<file path="config.mk">
export PLATFORM = sky130hd
export DESIGN_NAME = serial_tx_framer
export DESIGN_NICKNAME = d
export VERILOG_FILES = /design/src/rtl/serial_tx_framer.sv
export SDC_FILE = /design/constraint.sdc
export NUM_CORES = 1
export LEC_CHECK = 0
export CAP_MARGIN = 20
export CORE_ASPECT_RATIO = 1.4
export CORE_UTILIZATION = 49
export CTS_CLUSTER_SIZE = 10
export DETAILED_ROUTE_END_ITERATION = 8
export MAX_ROUTING_LAYER = met4
export PLACE_DENSITY = 0.81
export SLEW_MARGIN = 15
export SYNTH_ARGS = -nofsm -noshare
export SYNTH_HDL_FRONTEND = slang
export SYNTH_SLANG_ARGS = --single-unit
</file>
<file path="constraint.sdc">
create_clock -name clk -period 3.4 [get_ports clk]
set_clock_uncertainty 0.2 [all_clocks]
set_input_delay 0.34 -clock clk [delete_from_list [all_inputs] [get_ports clk]]
set_output_delay 0.34 -clock clk [all_outputs]
set_load 0.005 [all_outputs]
</file>
<file path="src/rtl/serial_tx_framer.sv">
// Parametrised serial transmitter: frames words LSB-first as start, data, optional parity, stop,
// with a valid/ready input, a one-word holding buffer and a programmable bit period.
`timescale 1ns/1ps
module serial_tx_framer #(
    parameter int unsigned DATA_WIDTH   = 7,
    parameter int unsigned PARITY_MODE  = 1,
    parameter int unsigned CLKS_PER_BIT = 1,
    parameter int unsigned STOP_BITS    = 1
) (
    input  logic                  clk,
    input  logic                  rst,
    input  logic                  tx_valid,
    input  logic [DATA_WIDTH-1:0] tx_data,
    output logic                  tx_ready,
    output logic                  serial_out,
    output logic                  busy,
    output logic                  frame_done
);

    localparam int unsigned BaudW = (CLKS_PER_BIT > 1) ? $clog2(CLKS_PER_BIT) : 1;
    localparam int unsigned CntW  = (DATA_WIDTH > 2) ? $clog2(DATA_WIDTH) : 1;

    localparam logic [BaudW-1:0] BaudLast = BaudW'(CLKS_PER_BIT - 1);
    localparam logic [CntW-1:0]  DataLast = CntW'(DATA_WIDTH - 1);
    localparam logic [CntW-1:0]  StopLast = CntW'(STOP_BITS - 1);

    typedef enum logic [2:0] {StIdle, StStart, StData, StParity, StStop} state_e;

    state_e                  state_q, state_d;
    logic [BaudW-1:0]        baud_q, baud_d;
    logic [CntW-1:0]         bit_q, bit_d;
    logic [DATA_WIDTH-1:0]   shift_q, shift_d;
    logic                    par_q, par_d;
    logic                    buf_full_q, buf_full_d;
    logic [DATA_WIDTH-1:0]   buf_data_q, buf_data_d;
    logic                    buf_par_q, buf_par_d;
    logic                    so_q, so_d;
    logic                    busy_q, busy_d;
    logic                    fd_q, fd_d;
    logic                    bit_end;
    logic                    load;

    assign tx_ready   = ~buf_full_q;
    assign serial_out = so_q;
    assign busy       = busy_q;
    assign frame_done = fd_q;

    always_comb begin
        state_d    = state_q;
        baud_d     = baud_q;
        bit_d      = bit_q;
        shift_d    = shift_q;
        par_d      = par_q;
        buf_full_d = buf_full_q;
        buf_data_d = buf_data_q;
        buf_par_d  = buf_par_q;
        load       = 1'b0;
        bit_end    = (baud_q == BaudLast);

        if (state_q != StIdle) begin
            baud_d = bit_end ? '0 : baud_q + 1'b1;
        end

        unique case (state_q)
            StIdle: begin
                baud_d = '0;
                load   = buf_full_q;
            end
            StStart: begin
                if (bit_end) begin
                    state_d = StData;
                    bit_d   = '0;
                end
            end
            StData: begin
                if (bit_end) begin
                    shift_d = shift_q >> 1;
                    if (bit_q == DataLast) begin
                        state_d = (PARITY_MODE != 0) ? StParity : StStop;
                        bit_d   = '0;
                    end else begin
                        bit_d = bit_q + 1'b1;
                    end
                end
            end
            StParity: begin
                if (bit_end) begin
                    state_d = StStop;
                    bit_d   = '0;
                end
            end
            StStop: begin
                if (bit_end) begin
                    if (bit_q == StopLast) begin
                        // A buffered word chains straight into the next start bit.
                        if (buf_full_q) begin
                            load = 1'b1;
                        end else begin
                            state_d = StIdle;
                        end
                    end else begin
                        bit_d = bit_q + 1'b1;
                    end
                end
            end
            default: state_d = StIdle;
        endcase

        if (load) begin
            state_d    = StStart;
            bit_d      = '0;
            baud_d     = '0;
            shift_d    = buf_data_q;
            par_d      = buf_par_q;
            buf_full_d = 1'b0;
        end

        // Load and accept are exclusive: load needs a full buffer, accept an empty one.
        if (tx_valid && !buf_full_q) begin
            buf_full_d = 1'b1;
            buf_data_d = tx_data;
            buf_par_d  = (PARITY_MODE == 2) ? ~^tx_data : ^tx_data;
        end
    end

    // Outputs are derived from next state so the registered line lines up with the state.
    always_comb begin
        unique case (state_d)
            StIdle:   so_d = 1'b1;
            StStart:  so_d = 1'b0;
            StData:   so_d = shift_d[0];
            StParity: so_d = par_d;
            StStop:   so_d = 1'b1;
            default:  so_d = 1'b1;
        endcase
        busy_d = (state_d != StIdle);
        fd_d   = (state_d == StStop) && (baud_d == BaudLast) && (bit_d == StopLast);
    end

    always_ff @(posedge clk or posedge rst) begin
        if (rst) begin
            state_q    <= StIdle;
            baud_q     <= '0;
            bit_q      <= '0;
            shift_q    <= '0;
            par_q      <= 1'b0;
            buf_full_q <= 1'b0;
            buf_data_q <= '0;
            buf_par_q  <= 1'b0;
            so_q       <= 1'b1;
            busy_q     <= 1'b0;
            fd_q       <= 1'b0;
        end else begin
            state_q    <= state_d;
            baud_q     <= baud_d;
            bit_q      <= bit_d;
            shift_q    <= shift_d;
            par_q      <= par_d;
            buf_full_q <= buf_full_d;
            buf_data_q <= buf_data_d;
            buf_par_q  <= buf_par_d;
            so_q       <= so_d;
            busy_q     <= busy_d;
            fd_q       <= fd_d;
        end
    end

endmodule

</file>
# Word level (Yosys, flattened, before mapping)
# Cells that the tools add are included.
# W data, S select, Z words.
totals:
  regBits: 27
  in_bits: 10
  out_inout_bits: 4
  wordCells: 71
op_classes:
  n_addsub: 2
  n_eq_ne: 10
  muxes: 31
  bitwise: 2
  n_reduce_logical: 14
op_table:
  columns: ["op", "n"]
  rows:
  - ["$mux W3", 14]
  - ["$mux W7", 3]
  - ["$pmux W3 S5", 1]
  - ["$eq A3 B2 Y1 const B", 4]
  - ["$mux W1", 10]
  - ["$eq A3 B3 Y1 const B", 3]
  - ["$logic_not A3 Y1", 3]
  - ["$pmux W3 S3", 1]
  - ["$reduce_xor A7 Y1", 1]
  - ["$eq A3 B1 Y1 const B", 2]
  - ["$reduce_bool A3 Y1", 2]
  - ["$reduce_bool A2 Y1", 2]
  - ["$add A3 B1 Y3 const B", 1]
  - ["$logic_and A1 B1 Y1", 3]
  - ["$pmux W1 S3", 1]
  - ["$ne A2 B1 Y1 const B", 1]
  - ["$not A1 Y1", 2]
  - ["$pmux W1 S2", 1]
  - ["$reduce_and A2 Y1", 1]
  - ["$reduce_or A2 Y1", 1]
  - ["$add A1 B1 Y1 const B", 1]
  - ["$logic_not A1 Y1", 1]

# Logic depth before layout (Yosys ltp)
depth:
  ltp_word: 8
  depth_mapped: 7
  depth_no_buf: 6

# Least setup slack after synthesis
# No wires, ideal clock.
synth_timing:
  path_type: "reg-to-reg"
  from: "register bit_q[0]"
  to: "register shift_q[0]"
  setup_ps: 125
  arrival_time_ps: 1848
  required_time_ps: 3075
  slack_ps: 1228
  stages_incl_launch_ff: 7
  path_buffers: 1
  period_less_slack_ps: 2172
  path_cell_list: "dfrtp_1 inv_1 ha_1 or3b_4 a211oi_4 buf_6 mux2_2"
synth_via:
  elab_chain_cells: 5
synth_lines:
  columns: ["element", "line_no", "rtl"]
  rows:
  - ["from (decl)", "31", "logic [CntW-1:0] bit_q, bit_d;"]
  - ["from (signal assigned)", "156", "bit_q <= bit_d;"]
  - ["$logic_not A3 Y1", "94", "if (bit_q == StopLast) begin"]
  - ["$mux W1", "94", null]
  - ["$mux W1", "93", "if (bit_end) begin"]
  - ["$pmux W1 S2", "64", "unique case (state_q)"]
  - ["$mux W7", "109", "if (load) begin"]
  - ["named net shift_d[0]", "32", "logic [DATA_WIDTH-1:0] shift_q, shift_d;"]
  - ["to (signal assigned)", "157", "shift_q <= shift_d;"]
  - ["to (decl)", "32", null]
# The timed path passes the listed nets, and every way through them passes these cells.
# A chain may end at the register's enable or synchronous reset.

# Worst setup path in the final report
layout_timing:
  from: "register bit_q[0]"
  to: "register fd_q (netlist: frame_done)"
layout_via:
  elab_chain_cells: 8
  word_cells_on_any_way: 25
  classes_between: "add/sub: 1; eq/ne: 2; mux: 17; bitwise: 1; reduce/logical: 4"
layout_lines:
  columns: ["element", "line_no", "rtl"]
  rows:
  - ["branches (longest 7 deep; another with $add A3 B1 Y3)", null, null]
  - ["$logic_and A1 B1 Y1 (*)", "137", "fd_d = (state_d == StStop) && (baud_d == BaudLast) && (bit_d == StopLast);"]
  - ["named net fd_d", "39", "logic fd_q, fd_d;"]
  - ["to (signal assigned)", "152", "fd_q <= 1'b0;"]
  - ["to (signal assigned)", "164", "fd_q <= fd_d;"]
  - ["to (decl)", "39", null]
# Mark *: on every way through the listed nets, which the timed path passes.

==> flow_summary.ini <==
[sta]
fin_setup_tns_ns = 0
final-max-slew-violation-count = 0
fmax_mhz = 382
period_minus_slack_ns = 2.62
tightest_slew_ns = 0.724
relSlewSlack = 0.517
rsz0062_at_grt = no
timing.final.setup_violations = 0
final_worst_path_period_share = 0.770
finalHoldViolCount = 0

[detailed_routing]
drt-pass1-iter-count = 4
via_per_inst = 5.73
final_wl_um = 2490
drc_errors = 0
routedWlPerCell_um = 14.8
detailedRoute.firstIterationViolations = 21
drtAntennaViolNets = 0
vias = 963

[yosys]
post_synth_xor_area_fraction = 0.0497
ys.flop_type = sky130_fd_sc_hd__dfrtp_1
post_synth_fa_ha_maj_area_fraction = 0.0266
yosysSeqAreaShare = 0.480
synth.lib_cells_used.distinct = 46
postSynth.asyncResetShare = 1.00
synth_enable_flop_cells = 0
number_of_synthesized_register_bits = 27
syn-cell-area_um2 = 1410
share_of_synthesized_area_spent_on_multiplexers = 0.0949
synth_compound_gate_area_share = 0.164
synth-simple-area-share = 0.134
yosys_warnings = 0
synth_fp_nets = 133
dominant_combinational_cell_family_by_area_after_synthesis = compound AO/OA/AOI/OAI gates
postSynthAreaPerCell_um2 = 11.8
synthesis.instances = 120

[power_and_ir_drop]
leakage_uw = 0.000683
power.internal_uw = 818
clockPowerShare = 0.104
comb_power_share = 0.435
power_share_of_the_sequential_group = 0.461
net-switching-power_uw = 496
switching_share = 0.377
vdd_drop_max_v = 0.000498
power_density_relative_to_cell_area_nw_per_um2 = 822

[setup_path]
timing.critical_path.required_ns = 3.40
cp_slowest_stage_delay_ns = 0.63
worst_setup_end_kind = flip-flop
worst-endpoint-arrival_ns = 2.62
cp_cell_sequence = inv_1 -> ha_1 -> or3b_4 -> a211oi_4 -> inv_2 -> a2111oi_1
critical_path_class = reg -> reg
cp_slowest_cell = sky130_fd_sc_hd__a211oi_4
cp-start-kind = flip-flop
critical_path.max_fanout = 14

[die]
die_area_um2 = 3100
io_pins = 14
initial_utilization = 0.528
core_region_area_um2 = 2670
fp.dieW_um = 47.3
die_y_um = 65.5
floorplan.rows = 22

[finish]
fill_cells = 222
num-nets-final = 146
antenna_cells_inserted = 0
mostFrequentLayoutCell = sky130_fd_sc_hd__dfrtp_1
syn2layout_area_growth_pct = 13.4
stdcell_count = 168
layout_common_cells = sky130_fd_sc_hd__dfrtp_1, sky130_fd_sc_hd__clkdlybuf4s50_1, sky130_fd_sc_hd__mux2_2
drive_above_1_share = 0.182

[cts]
cts.repair_timing.setup_buffer_count = 0
cts.reportedPaths.clkPinSlew_ns = 0.14
clk_path_buf_depth = 2
cts.root.buffer_cell = sky130_fd_sc_hd__clkbuf_4
cts-htree-levels = 1
cts_resized = 0
cts_num_sinks = 27
clkLatencyLatePin_ns = 0.32
numCtsBuffers = 3
cts_hold_buffers = 0
tritoncts = done

[global_route]
track_usage = 0.192
grt_max_degree = 28
grt_first_pass_wirelength_um = 4160
grt_overflow = 0
grt_pass1_vias = 942
initial_antenna_violation_count = 0

[job]
timing.max_cap.violations = 0

[place]
place.detailed.hpwl_um = 1860
globalplace.congestion = 0.876
dpl.cell_count = 163
number_of_buffers_added_on_ports = 13

[status]
outcome = finished clean

[worst_hold_path]
min-delay-path-class = in -> async
==> worst max-delay path: cells and delay by family (launching register included) <==
family	cells	cell delay, ns
fa+ha+maj	1	0.17
compound gates	2	1.04
buf+inv	2	0.22
simple gates	1	0.41
flops	1	0.45
==> final cells by class <==
type	count	area [um^2]	area share
clock inverters	1	5.00	0.00313
inverters	7	26.3	0.0164
well taps	36	45.0	0.0282
flip-flops and latches	27	677	0.423
repair buffers	14	158	0.0986
multi-input cells	80	666	0.416
clock buffers	3	22.5	0.0141
==> metrics by stage <==
step                      cell area [um^2]  total power (uW)  setup WS, ns   util  hold slack [ns]
after floorplan                       1410              1050          1.23      -            0.192
after global routing                  1600              1410         0.597  0.599            0.134
after global placement                1540              1140         0.979  0.578            0.253
after detailed placement              1540              1180         0.778  0.578            0.266
final                                 1600              1310         0.782  0.599            0.111
after CTS                             1570              1320         0.758  0.589            0.306
==> worst paths after layout <==
path,slack (ns),startpoint,endpoint,cells past startpoint
max,0.78,bit_q[0],frame_done,6
min,0.11,rst,shift_q[6],2
max reg2reg,0.78,bit_q[0],frame_done,6
min reg2reg,0.30,shift_q[1],shift_q[1],1
max in group asynchronous,2.36,rst,serial_out,3
min in group clk,0.30,shift_q[1],shift_q[1],1
==> cells in the mapped netlist, types with 2 or more instances <==
| cell | n | area [um^2] |
|---|---|---|
| sky130_fd_sc_hd__nor4b_1 | 2 | 17.5 |
| sky130_fd_sc_hd__nor2b_1 | 2 | 12.5 |
| sky130_fd_sc_hd__a22o_1 | 5 | 43.8 |
| sky130_fd_sc_hd__inv_1 | 6 | 22.5 |
| sky130_fd_sc_hd__and2_1 | 2 | 12.5 |
| sky130_fd_sc_hd__nor2_1 | 7 | 26.3 |
| sky130_fd_sc_hd__nand2b_1 | 3 | 18.8 |
| sky130_fd_sc_hd__xor2_1 | 3 | 26.3 |
| sky130_fd_sc_hd__a21oi_1 | 2 | 10.0 |
| sky130_fd_sc_hd__o21ai_0 | 2 | 10.0 |
| sky130_fd_sc_hd__xnor2_1 | 5 | 43.8 |
| sky130_fd_sc_hd__ha_1 | 3 | 37.5 |
| sky130_fd_sc_hd__mux2_2 | 10 | 113 |
| sky130_fd_sc_hd__a21o_1 | 5 | 37.5 |
| sky130_fd_sc_hd__buf_2 | 3 | 15.0 |
| sky130_fd_sc_hd__a22oi_1 | 2 | 15.0 |
| sky130_fd_sc_hd__o21a_1 | 2 | 15.0 |
| sky130_fd_sc_hd__dfrtp_1 | 26 | 651 |
| sky130_fd_sc_hd__buf_6 | 2 | 22.5 |
| sky130_fd_sc_hd__nor3_1 | 2 | 10.0 |
==> cells by family after synthesis <==
group / after synthesis
compound gates: 28
simple gates: 28
flops: 27
buf+inv: 13
mux: 12
xor+xnor: 8
fa+ha+maj: 3
other cells: 1
==> per-layer routing <==
metal  GRT usage  wire length [um]  vias up
met5           -                 0        -
met4      0.0536                10        0
met3      0.0247                81        2
met2       0.315              1400       21
met1       0.242               999      484
li1            -                 -      456
==> registers in the layout, summed over array words and instances, names as in the netlist <==
| register | flops |
|---|---|
| busy | 1 |
| buf_full_q | 1 |
| frame_done | 1 |
| buf_data_q | 7 |
| serial_out | 1 |
| bit_q | 3 |
| baud_q | 1 |
| shift_q | 7 |
| par_q | 1 |
| state_q | 3 |
| buf_par_q | 1 |
==> power by group through the flow <==
stage	clock network [uW]	logic, uW	registers [uW]
finish	137	571	605
floorplan	0	501	545
global route	151	632	625
CTS	140	576	603
global placement	0	543	600
detailed placement	0	574	611
Note: power is estimated with default switching activity, not from simulation.
